--- src/rtl/pipe_ctrl_fsm.sv ---
// Main pipeline control: decodes the ID instruction into EX/M/WB bundles, drives flushes, and
// sequences HLT -> drain -> done. Load-use stalling exists only with PIPE_HAZARD_STALL_EN.
module pipe_ctrl_fsm #(
  parameter int unsigned INSTR_W      = 32,
  parameter int unsigned OPC_MSB      = 31,
  parameter int unsigned OPC_LSB      = 26,
  parameter int unsigned REG_W        = 5,
  parameter int unsigned RS_LSB       = 21,
  parameter int unsigned RT_LSB       = 16,
  parameter int unsigned DRAIN_CYCLES = 4
) (
  input  logic               clk,
  input  logic               rst,
  input  logic [INSTR_W-1:0] instr,
  input  logic               instr_valid,
  input  logic               branch_mispredict,
  input  logic               ex_mem_read,
  input  logic [REG_W-1:0]   ex_rd,
  output logic [3:0]         ex_ctrl,
  output logic [2:0]         m_ctrl,
  output logic [1:0]         wb_ctrl,
  output logic               if_flush,
  output logic               id_flush,
  output logic               ex_flush,
  output logic               stall,
  output logic               illegal_op,
  output logic               done,
  output logic               busy
);

  localparam int unsigned OpcW = OPC_MSB - OPC_LSB + 1;

  localparam logic [OpcW-1:0] OpRtype = OpcW'(6'h00);
  localparam logic [OpcW-1:0] OpJmp   = OpcW'(6'h02);
  localparam logic [OpcW-1:0] OpBeq   = OpcW'(6'h04);
  localparam logic [OpcW-1:0] OpLw    = OpcW'(6'h23);
  localparam logic [OpcW-1:0] OpSw    = OpcW'(6'h2b);
  localparam logic [OpcW-1:0] OpNop   = OpcW'(6'h3e);
  localparam logic [OpcW-1:0] OpHlt   = OpcW'(6'h3f);

  localparam logic [3:0] DrainLoad = 4'(DRAIN_CYCLES - 1);

  typedef enum logic [1:0] {StReset, StRun, StDrain, StFinish} state_e;

  state_e           state_q, state_d;
  logic [3:0]       cnt_q, cnt_d;
  logic             illegal_q, illegal_d;
  logic [OpcW-1:0]  opcode;
  logic             hazard;
  logic [8:0]       bundle;  // {ex, m, wb}
  logic             unused_instr;

  assign opcode       = instr[OPC_MSB:OPC_LSB];
  assign unused_instr = ^instr;

`ifdef PIPE_HAZARD_STALL_EN
  logic [REG_W-1:0] rs, rt;
  logic             uses_rs, uses_rt;

  assign rs = instr[RS_LSB +: REG_W];
  assign rt = instr[RT_LSB +: REG_W];

  always_comb begin
    uses_rs = 1'b0;
    uses_rt = 1'b0;
    case (opcode)
      OpRtype, OpSw, OpBeq: begin
        uses_rs = 1'b1;
        uses_rt = 1'b1;
      end
      OpLw:    uses_rs = 1'b1;
      default: ;
    endcase
  end

  // r0 is never written, so a load into it cannot create a dependency.
  assign hazard = ex_mem_read && (ex_rd != '0) &&
                  ((uses_rs && (ex_rd == rs)) || (uses_rt && (ex_rd == rt)));
`else
  logic unused_hazard_in;
  assign unused_hazard_in = ex_mem_read ^ (^ex_rd);
  assign hazard           = 1'b0;
`endif

  always_comb begin
    state_d    = state_q;
    cnt_d      = cnt_q;
    illegal_d  = illegal_q;
    bundle     = '0;
    if_flush   = 1'b0;
    id_flush   = 1'b0;
    ex_flush   = 1'b0;
    stall      = 1'b0;
    done       = 1'b0;
    busy       = 1'b0;
    illegal_op = illegal_q;

    case (state_q)
      StReset: begin
        state_d = StRun;
        cnt_d   = '0;
      end
      StRun: begin
        busy = 1'b1;
        // Mispredict squashes the wrong-path ID instruction, including a stray HLT.
        if (branch_mispredict) begin
          if_flush = 1'b1;
          id_flush = 1'b1;
        end else if (instr_valid) begin
          if (hazard) begin
            stall = 1'b1;
          end else begin
            case (opcode)
              OpRtype:      bundle = 9'b1100_000_10;
              OpLw:         bundle = 9'b0001_010_11;
              OpSw:         bundle = 9'b0001_001_00;
              OpBeq:        bundle = 9'b0010_100_00;
              OpJmp, OpNop: bundle = '0;
              OpHlt: begin
                state_d = StDrain;
                cnt_d   = DrainLoad;
              end
              default:      illegal_d = 1'b1;
            endcase
          end
        end
      end
      StDrain: begin
        busy = 1'b1;
        if (cnt_q == '0) begin
          state_d = StFinish;
        end else begin
          cnt_d = cnt_q - 4'd1;
        end
      end
      StFinish: begin
        done = 1'b1;
      end
      default: begin
        state_d    = StReset;
        cnt_d      = '0;
        illegal_op = 1'b0;
      end
    endcase
  end

  assign ex_ctrl = bundle[8:5];
  assign m_ctrl  = bundle[4:2];
  assign wb_ctrl = bundle[1:0];

  always_ff @(posedge clk or posedge rst) begin
    if (rst) begin
      state_q   <= StReset;
      cnt_q     <= '0;
      illegal_q <= 1'b0;
    end else begin
      state_q   <= state_d;
      cnt_q     <= cnt_d;
      illegal_q <= illegal_d;
    end
  end

endmodule

--- config.mk ---
export PLATFORM = sky130hd
export DESIGN_NAME = pipe_ctrl_fsm
export DESIGN_NICKNAME = d
export VERILOG_FILES = /design/src/rtl/pipe_ctrl_fsm.sv
export SDC_FILE = /design/constraint.sdc
export NUM_CORES = 1
export LEC_CHECK = 0
export CAP_MARGIN = 10
export CORE_UTILIZATION = 33
export CTS_CLUSTER_SIZE = 14
export DETAILED_ROUTE_END_ITERATION = 7
export GPL_TIMING_DRIVEN = 0
export PLACE_DENSITY = 0.87
export REMOVE_ABC_BUFFERS = 1
export SYNTH_ARGS = -nofsm -noshare
export SYNTH_HDL_FRONTEND = slang
export SYNTH_SLANG_ARGS = --single-unit
--- constraint.sdc ---
create_clock -name clk -period 4 [get_ports clk]
set_clock_uncertainty 0.05 [all_clocks]
set_input_delay 0.8 -clock clk [delete_from_list [all_inputs] [get_ports clk]]
set_output_delay 0.8 -clock clk [all_outputs]
set_load 0.02 [all_outputs]
==> impl_results.md <==
* Vias in the first global route at 546
* Core ar. at 0.00180 mm2
* RSZ-0062 raised after global routing: false
* Layout cells sized above 1 at 6.86%
* DR DRC count at 0
* Clock Pin Slew Worst Setup and Hold Paths at 50 ps
* Final TNS setup at 0 ps
* Leading cell types in the layout, fill and taps excluded: clkdlybuf4s50_1 (23), nor2_1 (11), dfrtp_1 (7)
* Std-Cell Rows at 15
* Leakage at 0.415 nW
* CTS tree: yes
* Avg Cell Area, Syn at 8.20 um2
* Total die area at 0.00217 mm2
* Ports at 58
* Cell mode on critical path: clkdlybuf4s50_1
* Slowest stage delay, CP at 600 ps
* Synth Warn # at 0
* Area leader, netlist: dfrtp_1
* Sequential element share of the synthesized area at 26.7%
* Total gr overflow at 0
* Arrival time worst endpoint at 2620 ps
* Setup crit start kind: input pin
* CTS Root Buffer Type: clkbuf_4
* Finished Core Util at 50.1%
* Nets at 151
* Pre-CTS setup slack at 523 ps
* Post-Synthesis Cells at 80
* DIE WIDTH at 46.6 um
* CTS Sinks at 7
* Hold Path Class: reg2reg
* Fin worst setup slack at 530 ps
* Dpl hpwl at 1230 um
* CTS max path bufs at 2
* Critical Path RT at 3150 ps
* Status: completed
* Synthesized area at 656 um2
* Initial antenna violation count at 0
* Wirelength per Cell at 11.8 um
* Post-synth top area share at 26.7%
* # Post-CTS Setup Buffers at 0
* Pin count of the biggest net entering global routing at 9
* CP max FO at 4
* Period Utilization, post-route at 86.8%
* Area grow syn2layout at 37.6%
* Max-slew violation count at 0
* CTS H-Tree Depth at 1
* Cell Chain, Critical Path: clkdlybuf4s50_1, or3_1, nor2_1, and3_1, clkdlybuf4s50_1
* Kind of critical path: in2out
* Count of different cell masters after synthesis at 31
* Most common cell after layout, fill and taps aside: clkdlybuf4s50_1
* CTS Hold Bufs at 0
* GP Congestion at 0.721
* Clock Latency Late Sink at 250 ps
* Final Hold Vio Count at 0
* Setup-failing EPs final at 0
* Vias post-DR at 645
* Total CTS buffers at 3
* Router iterations before antenna repair at 4
* Routed vias/inst at 5.08
* Max VDD drop at 0.000142 V
* Max Fclk at 0.288 GHz
* Die Ht at 46.6 um
* ANT cells at 0
* ANT nets after route at 0
* Minimum clock period at 3470 ps
* Pwr Total at 0.000155 W
* PwrDens at 172 mW/mm2
* Gr usage total at 15.1%
* Multi-input gate area at 417 um2
* Port Buffers at 23
* Placed Instances at 123
* Effective utilization at floorplan at 36.4%
* First-pass GRT wire length at 2300 um
* Top post-synthesis cells by area: dfrtp_1 (27%), ha_1 (11%), buf_4 (6.9%), nor2_1 (6.3%), mux2i_1 (6.1%)
* Synth Register Bits at 7
* Fillers at 183
* Resized Gates After CTS at 0
* DRT iter0 DRCs at 17
* Sequential Area at 175 um2
* Non-Filler Instances at 127
* Crit-path slowest cell: clkdlybuf4s50_1
* DRT Wirelength at 1500 um
* Setup crit end kind: output pin
* Maxcap violations at 0
## sequential cells by signal, summed over array words and instances (netlist names)
| register | cells |
|---|---|
| state_q | 2 |
| cnt_q | 4 |
| illegal_op | 1 |
## layout make-up
cell class / count / area share, %
well taps: 25 / 3.47
clock buffers: 4 / 2.91
multi-input cells: 62 / 46.2
flip-flops and latches: 7 / 19.4
inverters: 6 / 2.50
repair buffers: 23 / 25.5
## worst paths after layout
path                             from          to  slack [ps]  depth (start not counted)
setup / recovery            instr[27]  ex_ctrl[1]         530                          5
hold / removal             illegal_op  illegal_op         430                          1
setup reg to reg             cnt_q[1]  state_q[1]        2360                          6
hold reg to reg            illegal_op  illegal_op         430                          1
max in group asynchronous         rst  state_q[0]        2950                          2
min in group asynchronous         rst    cnt_q[2]         730                          2
## cells by family (layout without fill, tap and decap cells)
kind of cell / Yosys count / after routing / share of synthesized area [%]
compound gates: 13 / 13 / 14.3
fa+ha+maj: 6 / 6 / 11.5
buf+inv: 12 / 33 / 10.3
flops: 7 / 7 / 26.7
mux: 4 / 4 / 6.11
other cells: 1 / 2 / 0.572
simple gates: 37 / 37 / 30.5
## layer usage
layer	share of wire, %	GRT usage (%)
met2	51	28.9
met3	6.5	5.88
met4	0	0
met5	0	0
met1	42	16.2
## per-stage QoR
stage                     hold WS, ps  instance area, um2
after CTS                         435                 902
after detailed placement          424                 876
after floorplan                   455                 614
final                             426                 902
after global placement            397                 876
after global routing              455                 902
## synthesized netlist by cell type, drive strengths merged
library cell / n
o21bai: 1
inv: 6
nand4b: 1
mux2i: 4
nor4: 1
nor3: 2
and3: 1
o31a: 1
and2: 2
a21oi: 3
nor2: 11
a21o: 1
nand3b: 1
conb: 1
o31ai: 4
nor3b: 2
or4: 1
o21ai: 2
a31oi: 1
or3b: 1
dfrtp: 7
buf: 6
or3: 1
nand2b: 3
ha: 6
nand2: 5
nand4: 1
nor2b: 1
nand3: 3
## critical path, delay by kind of cell
family	cells	cell delay [ps]
and+or+nand+nor	3	760
buffers and inverters	2	1050
## power breakdown
part           internal [W]  switching [W]
Clock             0.0000380      0.0000258
Sequential        0.0000710              0
Combinational     0.0000100      0.0000100
Note: power is estimated with default switching activity, not from simulation.
